$ cat src/rtl/triangle_seq_pkg.sv
// Shared types and the next-value rule for the 0..MAX..0 bouncing counter stream.
package triangle_seq_pkg;

    localparam int unsigned MAX_W = 16;

    typedef enum logic [1:0] {ACQ1, ACQ2, TRACK, LOCKED} state_t;

    typedef struct packed {
        logic [MAX_W-1:0] value;
        logic             next_dir;
        logic             peak;
        logic             valley;
    } pred_t;

    // The endpoint repeat is the sample that flips direction and raises the event flag.
    function automatic pred_t next_expected(input logic [MAX_W-1:0] p, input logic d,
                                            input int unsigned width);
        logic [MAX_W-1:0] maxv;
        pred_t            r;
        maxv       = {MAX_W{1'b1}} >> (MAX_W - width);
        r.value    = p;
        r.next_dir = d;
        r.peak     = 1'b0;
        r.valley   = 1'b0;
        if (d) begin
            if (p == maxv) begin
                r.next_dir = 1'b0;
                r.peak     = 1'b1;
            end else begin
                r.value = p + MAX_W'(1);
            end
        end else begin
            if (p == '0) begin
                r.next_dir = 1'b1;
                r.valley   = 1'b1;
            end else begin
                r.value = p - MAX_W'(1);
            end
        end
        return r;
    endfunction

endpackage

$ cat src/rtl/triangle_seq_checker_predictor.sv
// Combinational check of one sample against the value predicted from prev/dir.
module triangle_seq_predictor
    import triangle_seq_pkg::*;
#(
    parameter int unsigned WIDTH = 4
) (
    input  logic [WIDTH-1:0] prev,
    input  logic             dir,
    input  logic [WIDTH-1:0] sample,
    output logic             match,
    output logic             next_dir,
    output logic             peak,
    output logic             valley
);

    logic [MAX_W-1:0] prev_ext;
    logic [MAX_W-1:0] sample_ext;
    pred_t            pred;

    always_comb begin
        prev_ext               = '0;
        prev_ext[WIDTH-1:0]    = prev;
        sample_ext             = '0;
        sample_ext[WIDTH-1:0]  = sample;
        pred                   = next_expected(prev_ext, dir, WIDTH);
        match                  = (pred.value == sample_ext);
        next_dir               = pred.next_dir;
        peak                   = pred.peak;
        valley                 = pred.valley;
    end

endmodule

$ cat config.mk
export PLATFORM = sky130hd
export DESIGN_NAME = triangle_seq_predictor
export DESIGN_NICKNAME = d
export VERILOG_FILES = /design/src/rtl/triangle_seq_pkg.sv /design/src/rtl/triangle_seq_checker_predictor.sv
export SDC_FILE = /design/constraint.sdc
export NUM_CORES = 1
export LEC_CHECK = 0
export ABC_AREA = 1
export BUFFER_PORTS_ARGS = -buffer_cell sky130_fd_sc_hd__buf_2
export CAP_MARGIN = 30
export CORE_AREA = 2 2 39 41
export DETAILED_ROUTE_END_ITERATION = 6
export DIE_AREA = 0 0 41 43
export GPL_TIMING_DRIVEN = 0
export PLACE_DENSITY_LB_ADDON = 0.25
export RECOVER_POWER = 25
export SYNTH_ARGS = -nofsm -noshare
export SYNTH_HDL_FRONTEND = slang
export SYNTH_SLANG_ARGS = --single-unit
$ cat constraint.sdc
create_clock -name vclk -period 1
set_clock_uncertainty 0.05 [all_clocks]
set_input_delay 0.05 -clock vclk [all_inputs]
set_output_delay 0.05 -clock vclk [all_outputs]
set_load 0.05 [all_outputs]
==> flow_metrics.tcl, run 1 <==
set metrics [dict create \
    worstPathMaxFanout 5 \
    finish.utilization_pct 38.4 \
    synthDistinctLibCells 12 \
    syn_inst 69 \
    core_area_um2 1380 \
    grt_usage_pct 10.2 \
    fin_crit_sh_pct 120 \
    final_antenna_net_count 0 \
    yosysWarnings 0 \
    tightest_slew_ns 0.279 \
    seq_cells 0 \
    grt_pass1_vias 325 \
    crit_arrival_ns 1.10 \
    port_buffers 12 \
    netlist.area_leader.share_pct 31.8 \
    first_pass_iters 4 \
    via_count 437 \
    synth.avg_cell_area_um2 4.79 \
    setup_viol_count_final 1 \
    grt_pass1_wl_mm 1.35 \
    grt_remaining_overflow 0 \
    cts-hold-fix-buffers 0 \
    critPathLaunchType "input pin" \
    path_class "in -> out" \
    drt_wl_total_um 799 \
    final_nets 95 \
    period_needed_ns 1.20 \
    die-area_um2 1760 \
    die_h_um 43 \
    slew_viol_final 0 \
    hold_viol 0 \
    maxCapViolCount 0 \
    hold_path_class "in -> out" \
    synth_area_leaders "nand2_1 (32%), nand3_1 (20%), inv_1 (15%)" \
    initial_core_util_pct 23.9 \
    drc 0 \
    antenna_found_initial 0 \
    fin_setup_tns_ns -0.200 \
    violations "negative setup slack" \
    power_leakage_nw 0.307 \
    dr.first_iter.drc_count 2 \
    clock.fmax_mhz 834 \
    peakVddDrop_mv 0.170 \
    status "complete, but fails checks" \
    syn_to_final_growth_pct 61.0 \
    multi_input_area_um2 323 \
    num-fill-cells 155 \
    rsz0062_at_grt "true" \
    drive_gt1_share_pct 37.8 \
    vias_per_cell 4.46 \
    crit_required_ns 0.90 \
    slew_headroom_pct 81.5 \
    powerDensity_nw_per_um2 453 \
    worstSetupEndpointType "primary output" \
    io_pins 13 \
    syn_area_um2 330 \
    synth_largest_area_cell "nand2_1" \
    die_x_um 41 \
    synth-seq-area-share_pct 0 \
    wl_per_cell_um 8.15 \
    regArea_um2 0 \
    synth_fp_nets 80 \
    dpl.hpwl_um 680 \
    place_congestion 0.799 \
    fin_ws_ns -0.200 \
    grt_start_max_net_pins 10 \
    clock_buffers 0 \
    diodes 0 \
    rows 14 \
]
-- per-stage QoR --
stage	hold WS, ns	std cells	power (W)	instance area [µm²]	setup slack, ns
3_5_place_dp	0.495	97	0.000218	475	-0.443
3_3_place_gp	0.485	97	0.000215	475	-0.438
4_1_cts	0.454	98	0.000240	527	-0.206
5_1_grt	0.473	98	0.000267	532	-0.315
2_1_floorplan	0.234	69	0.000157	395	-0.0479
6_report	0.442	98	0.000241	532	-0.200
-- cells in the mapped netlist (all sizes together) --
master,count
buf,1
ha,2
inv,15
nand2,29
nand3,15
nand4,3
nor2,3
xor2,1
-- what timing repair did --
action	4_1_cts	5_1_grt
resized for setup	11	2
pin swaps	4	7
setup buffers	1	0
endpoints found under the setup margin	4	1
-- cell usage in the layout (no fill, tap or decap), drive strengths merged --
cell type  count
inv           15
xor2           1
buf           13
nand3         15
nand2         29
nand4          3
ha             2
clkbuf         1
nor2           3
-- area by class of cell --
class / instances / share of cell area [%]
plain buffers: 1 / 2.12
inverters: 15 / 13.9
multi-input cells: 53 / 60.7
well taps: 16 / 3.76
repair buffers: 13 / 19.5
-- final timing paths --
check | to | slack, ns | from | cells after the start
setup / recovery | match | -0.20 | prev[1] | 10
hold / removal | match | 0.44 | sample[1] | 5
-- layer usage --
metal,share of wire (%),vias up,track usage [%],routed length [µm]
met5,0,-,0,0
met1,44,184,14.6,349
met3,3.3,0,0,26
li1,-,244,-,-
met2,53,9,17.5,422
met4,0,0,0,0
-- report_power, final --
| group | internal, W | switching, W |
|---|---|---|
| registers | 0 | 0 |
| logic | 0.0000992 | 0.000142 |
| clock network | 0 | 0 |
| total | 0.0000992 | 0.000142 |
-- worst max-delay path, stage by stage --
cell     delay, ns
buf_12        0.12
buf_4         0.13
nor2_1        0.12
nand3_1       0.09
nand3_1       0.11
nand2_1       0.06
nand2_1       0.07
nand3_2       0.09
nor2_4        0.11
buf_6         0.15
-- cell families after synthesis --
family                     Yosys count  share of synthesized area, %
buffers and inverters               16                          20.5
xor gates and xnor gates             1                          2.65
and+or+nand+nor                     50                          69.3
adders and majority gates            2                          7.57
No activity file was read; power rests on OpenSTA's default activity.
==> run 2: changes to the inputs <==
--- a/config.mk
+++ b/config.mk
@@ -5,7 +5,6 @@
 export SDC_FILE = /design/constraint.sdc
 export NUM_CORES = 1
 export LEC_CHECK = 0
-export ABC_AREA = 1
 export BUFFER_PORTS_ARGS = -buffer_cell sky130_fd_sc_hd__buf_2
 export CAP_MARGIN = 30
 export CORE_AREA = 2 2 39 41
==> run 2 against run 1 <==
  * The flow still finishes with violations (negative setup slack)
  * Core utilization shrank 0.99 points
  * Die area is the same
  * Fmax shrank 38%
  * Cell count shrank 26%
  * Synthesized cell count shrank 41%
  * Non-clock buffer count grew 4
  * Critical path depth shrank 1
  * First-iteration DRC count is the same
  * Area after synthesis shrank 11%
  * Critical endpoint unchanged
  * Largest cell class unchanged
==> flow_metrics.tcl, run 2 <==
set metrics [dict create \
    clock_buffers 0 \
    final_common_cell "buf_2" \
    drc 0 \
    syn_area_um2 293 \
    synth_fp_nets 52 \
    dpl.hpwl_um 532 \
    io_pins 13 \
    placed_area_um2 417 \
    finish.utilization_pct 37.4 \
    final_cell_mix "buf_2 (6), buf_4 (5), mux2i_1 (4)" \
    core_area_um2 1380 \
    drive_gt1_share_pct 49.1 \
    place_congestion 0.699 \
    cts-hold-fix-buffers 0 \
    slew_viol_final 0 \
    fin_crit_sh_pct 194 \
    initial_core_util_pct 21.2 \
    vias_per_cell 4.58 \
    grt_remaining_overflow 0 \
    final_antenna_net_count 0 \
    synthDistinctLibCells 24 \
    die_h_um 43 \
    rows 14 \
    synth_common_cells "inv_1 (4), mux2i_1 (4), nand2_1 (3), nor2b_1 (3), xor2_1 (3)" \
    first_pass_iters 4 \
    die-area_um2 1760 \
    fin_ws_ns -0.937 \
    period_needed_ns 1.94 \
    crit_arrival_ns 1.84 \
    status "complete, but fails checks" \
    grt_usage_pct 8.39 \
    powerDensity_nw_per_um2 462 \
    cpLargestDelayFamily "simple AND/OR/NAND/NOR gates" \
    final_nets 70 \
    seq_cells 0 \
    hold_viol 0 \
    diodes 0 \
    cp_slowest_stage_delay_ns 0.44 \
    synth_area_leaders "mux2i_1 (14%), xor2_1 (9.0%), ha_1 (8.5%)" \
    hold_path_class "in -> out" \
    synth.avg_cell_area_um2 7.14 \
    worstPathMaxFanout 3 \
    grt_pass1_vias 277 \
    syn_to_final_growth_pct 76.9 \
    rsz0062_at_grt "true" \
    grt_start_max_net_pins 11 \
    synth_largest_area_cell "mux2i_1" \
    clock.fmax_mhz 516 \
    yosysWarnings 0 \
    drt_wl_total_um 731 \
    path_class "in -> out" \
    synth-seq-area-share_pct 0 \
    tightest_slew_ns 0.247 \
    netlist.area_leader.share_pct 13.7 \
    via_count 334 \
    path_buf_inv 3 \
    wl_per_cell_um 10.0 \
    die_x_um 41 \
    power_leakage_nw 0.216 \
    grt_pass1_wl_mm 1.10 \
    setup_viol_count_final 2 \
    regArea_um2 0 \
    critPathLaunchType "input pin" \
    slew_headroom_pct 83.5 \
    peakVddDrop_mv 0.135 \
    dr.first_iter.drc_count 2 \
    violations "negative setup slack" \
    finish.instance_area_um2 518 \
    worstSetupEndpointType "primary output" \
    crit_slowest_cell "or4_4" \
    port_buffers 11 \
    crit_required_ns 0.90 \
    antenna_found_initial 0 \
    worstPathCellList "buf_12, inv_12, ha_4, or3b_4, a22oi_2, xor2_1, or4_4, a211oi_4, buf_6" \
    maxCapViolCount 0 \
    syn_inst 41 \
]
[run 2: changes by cell type after synthesis, moves of 2 or more]
cell      before  now
nor2b_1        0    3
o21ai_0        0    2
nand3_1       13    2
o211ai_1       0    2
inv_1         13    4
nand4_1        3    0
nand3_2        2    0
mux2i_1        0    4
nand2_1       28    3
xor2_1         1    3
inv_2          2    0
[run 2: logic make-up (layout without fill, tap and decap cells)]
family	after synthesis	after routing	share of synthesized area, %
and+or+nand+nor	16	16	32.9
AOI/OAI and AO/OA	9	9	22.2
muxes	4	4	13.7
xor gates and xnor gates	4	4	12.0
adders and majority gates	2	2	8.55
buffers and inverters	6	22	10.7
[run 2: layout make-up]
cell class / instances / area (µm²)
Buffer: 2 / 16.3
Fill cell: 149 / 866
Inverter: 4 / 32.5
Multi-Input combinational cell: 35 / 302
Tap cell: 16 / 20.0
Timing Repair Buffer: 16 / 148
[run 2: final timing paths]
kind,to,slack [ns],from,cells after the start
max,match,-0.94,prev[1],9
min,next_dir,0.42,prev[2],3
[run 2: what timing repair did]
item	in CTS	in global routing
resized for setup	15	4
pin swaps	6	4
setup buffers	5	0
endpoints found under the setup margin	4	4
[run 2: stage by stage]
step	power [W]	hold WS [ns]	TNS, ns	std cells	setup WS [ns]
CTS	0.000238	0.417	-1.19	73	-0.971
global placement	0.000195	0.412	-1.90	68	-1.22
global route	0.000259	0.430	-1.33	73	-1.01
finish	0.000239	0.417	-1.16	73	-0.937
floorplan	0.000145	0.109	-1.06	41	-1.03
detailed placement	0.000197	0.418	-1.88	68	-1.23
[run 2: power breakdown]
group          leakage [nW]  internal [W]  switching, W
logic                 0.216      0.000116      0.000123
clock network             0             0             0
registers                 0             0             0
total                 0.216      0.000116      0.000123
[run 2: tightest hold or removal path, stage by stage]
cell,delay [ns]
buf_6,0.11
o21ai_2,0.06
clkbuf_4,0.20
[run 2: layer usage]
| layer | track usage, % | part of all wire, % |
|---|---|---|
| met1 | 10.8 | 47 |
| met2 | 15.3 | 46 |
| met3 | 0.524 | 6.3 |
| met4 | 0 | 0 |
| met5 | 0 | 0 |
==> run 3: changes to the inputs <==
--- a/config.mk
+++ b/config.mk
@@ -13,6 +13,7 @@
 export GPL_TIMING_DRIVEN = 0
 export PLACE_DENSITY_LB_ADDON = 0.25
 export RECOVER_POWER = 25
+export REMOVE_ABC_BUFFERS = 1
 export SYNTH_ARGS = -nofsm -noshare
 export SYNTH_HDL_FRONTEND = slang
 export SYNTH_SLANG_ARGS = --single-unit
==> run 3 against run 2 <==
  * The flow still finishes with violations (negative setup slack)
  * Worst hold slack improved by 0.024 ns
  * Critical path depth stayed put
  * Cell count up 11%
  * Combinational power is 17% higher
  * Non-clock buffer count rose by 8
  * Die area unchanged
  * Count of clock-buffer cells in the layout stayed put
  * Fmax decreased by 2.1%
  * Sequential cell count stayed put
==> flow_metrics.tcl, run 3 (synthesis results as in run 2) <==
set metrics [dict create \
    syn_to_final_growth_pct 113 \
    drc 0 \
    drive_gt1_share_pct 63.1 \
    final_cells 81 \
    die_h_um 43 \
    cp_slowest_stage_delay_ns 0.48 \
    final_nets 78 \
    diodes 0 \
    slew_viol_final 0 \
    hold_depth 3 \
    power_leakage_nw 0.264 \
    p_total_w 0.000280 \
    powerDensity_nw_per_um2 448 \
    hold_path_class "in -> out" \
    crit_slowest_cell "or4_4" \
    path_depth 9 \
    multi_input_area_um2 327 \
    crit_required_ns 0.90 \
    clock.fmax_mhz 506 \
    hold_viol 0 \
    grt_usage_pct 9.89 \
    placedCellCount 68 \
    grt_remaining_overflow 0 \
    rsz0062_at_grt "true" \
    via_count 382 \
    dpl.hpwl_um 534 \
    path_class "in -> out" \
    dr.first_iter.drc_count 1 \
    grt_pass1_wl_mm 1.27 \
    worstSetupEndpointType "primary output" \
    grt_pass1_vias 334 \
    wl_per_cell_um 11.1 \
    period_needed_ns 1.98 \
    vias_per_cell 4.72 \
    die_x_um 41 \
    worstPathMaxFanout 5 \
    peakVddDrop_mv 0.200 \
    initial_core_util_pct 21.2 \
    final_cell_mix "buf_6 (8), buf_2 (7), buf_4 (7)" \
    worstPathCellList "buf_12, inv_4, ha_4, or3b_4, a22oi_2, xor2_1, or4_4, a211oi_2, buf_6" \
    die-area_um2 1760 \
    first_pass_iters 2 \
    critPathLaunchType "input pin" \
    maxCapViolCount 0 \
    fin_ws_ns -0.978 \
    cpLargestDelayFamily "simple AND/OR/NAND/NOR gates" \
    grt_start_max_net_pins 11 \
    final_antenna_net_count 0 \
    setup_viol_count_final 4 \
    io_pins 13 \
    clock_buffers 0 \
    violations "negative setup slack" \
    cts-hold-fix-buffers 0 \
    path_buf_inv 3 \
    drt_wl_total_um 898 \
    final_common_cell "buf_6" \
    fin_crit_sh_pct 198 \
    tightest_slew_ns 0.246 \
    antenna_found_initial 0 \
    regArea_um2 0 \
    num-fill-cells 145 \
    place_congestion 0.713 \
    slew_headroom_pct 83.5 \
    core_area_um2 1380 \
    rows 14 \
    crit_arrival_ns 1.88 \
    status "complete, but fails checks" \
    port_buffers 13 \
    seq_cells 0 \
]
## run 3: routing by layer
metal / wire [µm] / GRT usage, % / vias to the layer above / share of wire (%)
met5: 0 / 0 / - / 0
met2: 527 / 18.8 / 10 / 59
met4: 0 / 0 / 0 / 0
met1: 328 / 12.3 / 178 / 37
li1: - / - / 194 / -
met3: 43 / 0 / 0 / 4.8
## run 3: worst min-delay path, delay by kind of cell
kind | cells | cell delay (ns)
buffers and inverters | 2 | 0.32
and+or+nand+nor | 1 | 0.07
## run 3: repair_timing
item / 4_1_cts / 5_1_grt
setup buffers: 8 / 6
pin swaps: 6 / 8
resized for setup: 24 / 22
setup endpoints to repair: 4 / 4
cloned: 0 / 0
## run 3: worst paths after layout
kind                 end  slack, ns     from
hold / removal    valley       0.44      dir
setup / recovery   match      -0.98  prev[1]
## run 3: area by class of cell
cell class / instances / area share [%]
Timing Repair Buffer: 26 / 39.7
Tap cell: 16 / 3.21
Multi-Input combinational cell: 35 / 52.3
Inverter: 4 / 4.81
## run 3: through the flow
stage | setup TNS (ns) | hold slack [ns] | instance area, µm² | setup slack [ns] | util [%]
floorplan | -2.15 | 0.114 | 277 | -1.34 | -
global placement | -1.87 | 0.492 | 362 | -1.24 | 26.1
detailed placement | -1.89 | 0.493 | 362 | -1.25 | 26.1
CTS | -1.33 | 0.438 | 500 | -1.01 | 36.2
global route | -1.80 | 0.477 | 624 | -1.08 | 45.1
finish | -1.59 | 0.441 | 624 | -0.978 | 45.1
## run 3: power by group
part           switching, W  internal (W)
clock                     0             0
combinational      0.000134      0.000146
sequential                0             0
total              0.000134      0.000146
